### config.mk
export PLATFORM = sky130hd
export DESIGN_NAME = hazard_pipe_ctrl
export DESIGN_NICKNAME = d
export VERILOG_FILES = /design/src/rtl/hazard_pipe_ctrl.sv
export SDC_FILE = /design/constraint.sdc
export NUM_CORES = 1
export LEC_CHECK = 0
export ABC_AREA = 1
export ABC_CLOCK_PERIOD_IN_PS = 3000
export CAP_MARGIN = 20
export CORE_MARGIN = 8
export CORE_UTILIZATION = 48
export DETAILED_ROUTE_END_ITERATION = 12
export PLACE_DENSITY = 0.91
export SYNTH_ARGS = -nofsm -noshare
export SYNTH_HDL_FRONTEND = slang
export SYNTH_SLANG_ARGS = --single-unit
export TNS_END_PERCENT = 5
### constraint.sdc
create_clock -name clk -period 3 [get_ports clk]
set_clock_uncertainty 0.2 [all_clocks]
set_input_delay 0.6 -clock clk [delete_from_list [all_inputs] [get_ports clk]]
set_output_delay 0.6 -clock clk [all_outputs]
set_load 0.01 [all_outputs]
### src/rtl/hazard_pipe_ctrl.sv
// hazard_pipe_ctrl: ID/EX, EX/MEM and MEM/WB control-path registers with
// load-use stall detection, branch flush generation and a saturating
// stall-cycle counter.
module hazard_pipe_ctrl #(
    parameter int unsigned REG_W = 5,
    parameter int unsigned CNT_W = 16
) (
    input  logic             clk,
    input  logic             rst_n,
    input  logic [REG_W-1:0] Ra_ID,
    input  logic [REG_W-1:0] Rb_ID,
    input  logic [REG_W-1:0] Rd_ID,
    input  logic             UsesRb_ID,
    input  logic             RegWr_ID,
    input  logic             MemWr_ID,
    input  logic             MemtoReg_ID,
    input  logic             BrTaken_EX,
    output logic [REG_W-1:0] Ra_EX,
    output logic [REG_W-1:0] Rb_EX,
    output logic [REG_W-1:0] Rd_EX,
    output logic             RegWr_EX,
    output logic             MemtoReg_EX,
    output logic [REG_W-1:0] Rd_M,
    output logic [REG_W-1:0] Rb_M,
    output logic             RegWr_M,
    output logic             MemWr_M,
    output logic             MemtoReg_M,
    output logic [REG_W-1:0] Rd_WB,
    output logic             RegWr_WB,
    output logic             MemtoReg_WB,
    output logic             PcWr,
    output logic             IfIdWr,
    output logic             IfIdFlush,
    output logic [CNT_W-1:0] StallCnt
);

    // ID/EX stage
    logic [REG_W-1:0] ra_ex_q, ra_ex_d, rb_ex_q, rb_ex_d, rd_ex_q, rd_ex_d;
    logic             regwr_ex_q, regwr_ex_d, memwr_ex_q, memwr_ex_d;
    logic             memtoreg_ex_q, memtoreg_ex_d;
    // EX/MEM stage
    logic [REG_W-1:0] rd_m_q, rd_m_d, rb_m_q, rb_m_d;
    logic             regwr_m_q, regwr_m_d, memwr_m_q, memwr_m_d;
    logic             memtoreg_m_q, memtoreg_m_d;
    // MEM/WB stage
    logic [REG_W-1:0] rd_wb_q, rd_wb_d;
    logic             regwr_wb_q, regwr_wb_d, memtoreg_wb_q, memtoreg_wb_d;
    // Stall counter
    logic [CNT_W-1:0] cnt_q, cnt_d;

    logic load_use;
    logic stall;
    logic bubble;

    // Load in EX feeding an ID source; a store whose only dependence is its
    // data operand (Rb) is exempt because the WB->M forward covers it.
    always_comb begin
        load_use = memtoreg_ex_q && regwr_ex_q && (rd_ex_q != '0) &&
                   ((rd_ex_q == Ra_ID) ||
                    (UsesRb_ID && (rd_ex_q == Rb_ID) && !MemWr_ID));
        stall    = load_use && !BrTaken_EX;
        bubble   = load_use || BrTaken_EX;
    end

    // Front-end control: flush beats stall; everything held low in reset.
    always_comb begin
        PcWr      = 1'b0;
        IfIdWr    = 1'b0;
        IfIdFlush = 1'b0;
        if (rst_n) begin
            if (BrTaken_EX) begin
                PcWr      = 1'b1;
                IfIdWr    = 1'b1;
                IfIdFlush = 1'b1;
            end else if (!load_use) begin
                PcWr      = 1'b1;
                IfIdWr    = 1'b1;
            end
        end
    end

    // Next-state for all stages; later stages always advance.
    always_comb begin
        ra_ex_d       = Ra_ID;
        rb_ex_d       = Rb_ID;
        rd_ex_d       = Rd_ID;
        regwr_ex_d    = RegWr_ID;
        memwr_ex_d    = MemWr_ID;
        memtoreg_ex_d = MemtoReg_ID;
        if (bubble) begin
            ra_ex_d       = '0;
            rb_ex_d       = '0;
            rd_ex_d       = '0;
            regwr_ex_d    = 1'b0;
            memwr_ex_d    = 1'b0;
            memtoreg_ex_d = 1'b0;
        end
        rd_m_d        = rd_ex_q;
        rb_m_d        = rb_ex_q;
        regwr_m_d     = regwr_ex_q;
        memwr_m_d     = memwr_ex_q;
        memtoreg_m_d  = memtoreg_ex_q;
        rd_wb_d       = rd_m_q;
        regwr_wb_d    = regwr_m_q;
        memtoreg_wb_d = memtoreg_m_q;
        cnt_d         = cnt_q;
        if (stall && (cnt_q != '1)) begin
            cnt_d = cnt_q + CNT_W'(1);
        end
    end

    // Pipeline and counter registers, cleared asynchronously.
    always_ff @(posedge clk or negedge rst_n) begin
        if (!rst_n) begin
            ra_ex_q       <= '0;
            rb_ex_q       <= '0;
            rd_ex_q       <= '0;
            regwr_ex_q    <= 1'b0;
            memwr_ex_q    <= 1'b0;
            memtoreg_ex_q <= 1'b0;
            rd_m_q        <= '0;
            rb_m_q        <= '0;
            regwr_m_q     <= 1'b0;
            memwr_m_q     <= 1'b0;
            memtoreg_m_q  <= 1'b0;
            rd_wb_q       <= '0;
            regwr_wb_q    <= 1'b0;
            memtoreg_wb_q <= 1'b0;
            cnt_q         <= '0;
        end else begin
            ra_ex_q       <= ra_ex_d;
            rb_ex_q       <= rb_ex_d;
            rd_ex_q       <= rd_ex_d;
            regwr_ex_q    <= regwr_ex_d;
            memwr_ex_q    <= memwr_ex_d;
            memtoreg_ex_q <= memtoreg_ex_d;
            rd_m_q        <= rd_m_d;
            rb_m_q        <= rb_m_d;
            regwr_m_q     <= regwr_m_d;
            memwr_m_q     <= memwr_m_d;
            memtoreg_m_q  <= memtoreg_m_d;
            rd_wb_q       <= rd_wb_d;
            regwr_wb_q    <= regwr_wb_d;
            memtoreg_wb_q <= memtoreg_wb_d;
            cnt_q         <= cnt_d;
        end
    end

    assign Ra_EX       = ra_ex_q;
    assign Rb_EX       = rb_ex_q;
    assign Rd_EX       = rd_ex_q;
    assign RegWr_EX    = regwr_ex_q;
    assign MemtoReg_EX = memtoreg_ex_q;
    assign Rd_M        = rd_m_q;
    assign Rb_M        = rb_m_q;
    assign RegWr_M     = regwr_m_q;
    assign MemWr_M     = memwr_m_q;
    assign MemtoReg_M  = memtoreg_m_q;
    assign Rd_WB       = rd_wb_q;
    assign RegWr_WB    = regwr_wb_q;
    assign MemtoReg_WB = memtoreg_wb_q;
    assign StallCnt    = cnt_q;

endmodule

---- Yosys cells after proc, flatten, opt, wreduce, memory -nomap -nowiden ----
Cells that the tools add are included.
word-level totals
  output and inout port bits .............. 56
  latch bits .............................. 0
  bits in registers ....................... 54
  memories ................................ 0
  input port bits ......................... 22
  memory bits (read-only) ................. 0
  bits in writable memories ............... 0
operators by class
  shift-type cells ........................ 0
  order comparisons ....................... 0
  add/sub/neg operators ................... 1
  eq/ne operators ......................... 3
  multipliers ............................. 0
  reduce and logical (&&, ||, !) cells .... 12
  bitwise gates (word level) .............. 0
  div/mod/pow operators ................... 0
  mux-type cells .......................... 11
operator list
  kind                                                              number
  16-bit by 1-bit adder with 16-bit output (second input constant)  1
  16-bit inequality test (second input constant)                    1
  5-bit 2-to-1 mux                                                  3
  5-bit equality test                                               2
  1-bit 2-to-1 mux                                                  8
  1-bit logical AND                                                 7
  5-bit nonzero test                                                1
  1-bit logical NOT                                                 2
  1-bit logical OR                                                  2

---- Longest topological paths before layout ----
  depth after elaboration ................. 8
  depth in mapped cells ................... 11
  mapped depth without buffers ............ 10

---- Least setup slack after synthesis ----
OpenSTA, ideal clock, no wires.
  path type ............................... input to output
  from .................................... input port UsesRb_ID
  to ...................................... output port PcWr
  slack ................................... 848 ps
  arrival time ............................ 1,352 ps
  required time ........................... 2,200 ps
  stages on the path ...................... 10
  path through ............................ inv_1 -> nor2_1 -> nand2_1 -> nor2_1 -> nand3_1 -> nand2_2 -> nand3_2 -> nand2_1 -> inv_1 -> buf_4
on the way
  cells in the longest elaborated chain, start to end .. 7
ends and longest elaborated chain
  item                             RTL line  text
  start: declaration               13        input logic UsesRb_ID,
  1-bit logical AND (2 in series)  60        (UsesRb_ID && (rd_ex_q == Rb_ID) && !MemWr_ID));
  1-bit logical OR                 59        ((rd_ex_q == Ra_ID) ||
  1-bit logical AND                58        load_use = memtoreg_ex_q && regwr_ex_q && (rd_ex_q != '0) &&
  1-bit 2-to-1 mux (3 in series)   --
  end: declaration                 31        output logic PcWr,
No other way between the ends.

---- Final worst setup path ----
  from .................................... input port Rb_ID[1]
  to ...................................... output port IfIdWr
on the way
  cells in the longest elaborated chain, start to end .. 8
ends and longest elaborated chain
  item                             RTL line  text
  start: declaration               11        input logic [REG_W-1:0] Rb_ID,
  5-bit equality test              60
  1-bit logical AND (2 in series)  60
  1-bit logical OR                 59
  1-bit logical AND                58
  1-bit 2-to-1 mux                 75        end else if (!load_use) begin
  1-bit 2-to-1 mux                 71        if (BrTaken_EX) begin
  1-bit 2-to-1 mux                 70        if (rst_n) begin
  end: declaration                 32        output logic IfIdWr,
No other way between the ends.

==> reports/qor.yml <==
run_status: "complete, no violations"
worst_setup_path_end_kind: "primary output"
synth_cells: 254
clk_transition_reported_paths_ns: 0.09
area_growth_pct: 40.8
synth.ff_latch_count: 54
setup_viol: 0
postRouteAntennaNets: 0
grt_setup_unrepaired: "no"
leading_cell_types_in_the_layout_fill_and_taps_excluded: "91 x nand2_1, 74 x clkdlybuf4s50_1, 54 x dfrtp_1, 37 x nor2_1, 32 x inv_1"
postLayoutCellArea_um2: 3170
layout.nets: 361
leakagePower_nw: 1.63
cp_data_arrival_time_ns: 2.05
layout_commonest_cell: "nand2_1"
cts_buffers: 5
placeableCoreArea_um2: 4630
fp.dieArea_um2: 7150
cts_max_path_buffers: 2
timing.slew.headroom_pct: 56.7
tritoncts_clock_tree: "done"
cell_by_cell_listing_of_the_critical_path: "clkdlybuf4s50_1 -> inv_1 -> nand2_1 -> nand2_1 -> nor2_1 -> nand3_1 -> nand2_2 -> nand3_2 -> nand2_1 -> inv_1 -> dlygate4sd2_1"
post-route-period-util_pct: 95.0
switching_share_pct: 25.1
diodes: 0
clock.fmax_ghz: 0.351
routedWlPerCell_um: 13.5
pwr_density_cell_nw_per_um2: 424
antenna_found_initial: 0
routed_via_density: 4.69
synthesis.area_per_instance_um2: 8.88
chipHeight_um: 84.5
synth.yosys.warnings: 0
rows: 25
detailed_route_drc_error_count: 0
crit_type: "in2out"
cpPeakStageDelay_ns: 0.48
worst-slew-pin-transition_ns: 0.650
top_level_ports: 78
dpl_cell_area_um2: 3080
fraction_of_layout_cells_with_a_size_suffix_above_1_pct: 6.19
netlist_area_before_placement_um2: 2250
seq_power_share_pct: 57.3
grt_pass1_wl_um: 9000
max-vdd-ir-drop_v: 0.000275
power.share.clock_pct: 30.6
mappedNetlistNets: 277
final-hold-violation-count: 0
min_period_ns: 2.85
number_of_detailed_routing_iterations_run_before_antenna_repair: 4
cts.root.buffer_cell: "clkbuf_8"
power_switching_mw: 0.338
max-cap-violations: 0
multiInputGateArea_um2: 738
io_buffer_count: 77
grtUsageTotal_pct: 15.6
via_count_of_the_first_global_routing_pass: 1797
num-fill-cells: 353
drt_first_iter_violations: 78
die_w_um: 84.5
grt_start_max_net_pins: 55
p_int_mw: 1.01
hold_class: "reg2reg"
post_synth_num_cell_types: 19
floorplan.initialDensity_pct: 48.7
dp_hpwl_um: 4010
timing.critical_path.slowest_stage_cell: "clkdlybuf4s50_1"
grt_remaining_overflow: 0
final_max_slew_viol_count: 0
worstSkewPairLatency_ns: 0.31
gp_congestion: 0.858
wirelength_um: 5300
synth-seq-area-share_pct: 59.9
cts-hold-fix-buffers: 0
tritoncts_num_sinks: 54
setup.worst_path.start_class: "input pin"
utilization_pct: 68.6
crit_top_cell: "nand2_1"
critPathRequiredTime_ns: 2.20
via_total_after_detailed_routing: 1842
ff_latch_area_um2: 1350
power.combinational.fraction_pct: 12.1
crit_path_max_fanout: 2
htree_num_levels: 2
critical path, delay by kind of cell:
| family | cells | cell delay [ns] |
|---|---|---|
| and+or+nand+nor | 7 | 0.58 |
| buffers and inverters | 4 | 0.87 |
layout make-up:
class | instances | share of cell area, %
Sequential cell | 54 | 42.6
Timing Repair Buffer | 81 | 25.0
Multi-Input combinational cell | 161 | 23.3
Inverter | 35 | 4.14
Clock buffer | 5 | 2.17
Tap cell | 54 | 2.13
Clock inverter | 3 | 0.749
sequential cells by signal, indices dropped and copies added, names as in the netlist:
name,flops
RegWr_EX,1
MemWr_M,1
MemtoReg_EX,1
Rd_M,5
Rd_EX,5
StallCnt,16
Ra_EX,5
Rd_WB,5
RegWr_M,1
RegWr_WB,1
MemtoReg_M,1
Rb_EX,5
MemtoReg_WB,1
memwr_ex_q,1
Rb_M,5
power by group through the flow:
stage,clock network (mW),registers (mW),logic [mW]
3_5_place_dp,0,0.787,0.165
2_1_floorplan,0,0.797,0.0378
3_3_place_gp,0,0.784,0.162
4_1_cts,0.424,0.772,0.166
5_1_grt,0.449,0.775,0.178
6_report,0.412,0.772,0.163
synthesized netlist by cell type:
| library cell | n | share of area [%] |
|---|---|---|
| buf_4 | 3 | 1.0 |
| buf_6 | 1 | 0.50 |
| dfrtp_1 | 54 | 60 |
| ha_1 | 1 | 0.55 |
| inv_1 | 32 | 5.3 |
| inv_2 | 3 | 0.50 |
| nand2_1 | 91 | 15 |
| nand2_2 | 1 | 0.28 |
| nand3_1 | 7 | 1.6 |
| nand3_2 | 1 | 0.44 |
| nand3b_1 | 1 | 0.33 |
| nand4_1 | 4 | 1.1 |
| nand4_2 | 1 | 0.55 |
| nor2_1 | 37 | 6.2 |
| nor2_4 | 1 | 0.50 |
| nor3_1 | 1 | 0.22 |
| nor3_2 | 1 | 0.44 |
| xnor2_1 | 4 | 1.6 |
| xor2_1 | 10 | 3.9 |
timing repair:
| action | 4_1_cts | 5_1_grt |
|---|---|---|
| gates resized for setup | 2 | 0 |
| endpoints found under the setup margin | 2 | 0 |
| setup buffers | 0 | 0 |
worst paths after layout:
path,startpoint,end,depth (start not counted),slack [ns]
max in group asynchronous,rst_n,Rb_M[1]$_DFF_PN0_,2,1.92
max reg2reg,StallCnt[0]$_DFFE_PN0P_,StallCnt[0]$_DFFE_PN0P_,7,0.99
min in group asynchronous,rst_n,Rd_EX[4]$_DFF_PN0_,2,0.23
max,Rb_ID[1],IfIdWr,11,0.15
min,memwr_ex_q$_DFF_PN0_,MemWr_M$_DFF_PN0_,0,0.16
min reg2reg,memwr_ex_q$_DFF_PN0_,MemWr_M$_DFF_PN0_,0,0.16
kinds of logic after synthesis:
group	Yosys count	synth area share, %
simple gates	146	26.7
flops	54	59.9
buf+inv	39	7.33
xor+xnor	14	5.44
fa+ha+maj	1	0.555
through the flow:
step / hold WS [ns] / std cells / total power, mW / setup TNS (ns) / setup WS [ns]
2_1_floorplan: 0.104 / 254 / 0.835 / 0 / 0.848
3_3_place_gp: 0.132 / 385 / 0.947 / 0 / 0.00596
3_5_place_dp: 0.136 / 385 / 0.952 / -0.0892 / -0.0466
4_1_cts: 0.158 / 393 / 1.36 / 0 / 0.145
5_1_grt: 0.163 / 393 / 1.40 / 0 / 0.0274
6_report: 0.155 / 393 / 1.35 / 0 / 0.150
metal layers:
metal	wire, um	global-route usage (%)
met5	0	0
met3	311	4.00
met2	2670	27.3
met1	2230	18.0
met4	91	5.18
Note: power is estimated with default switching activity, not from simulation.
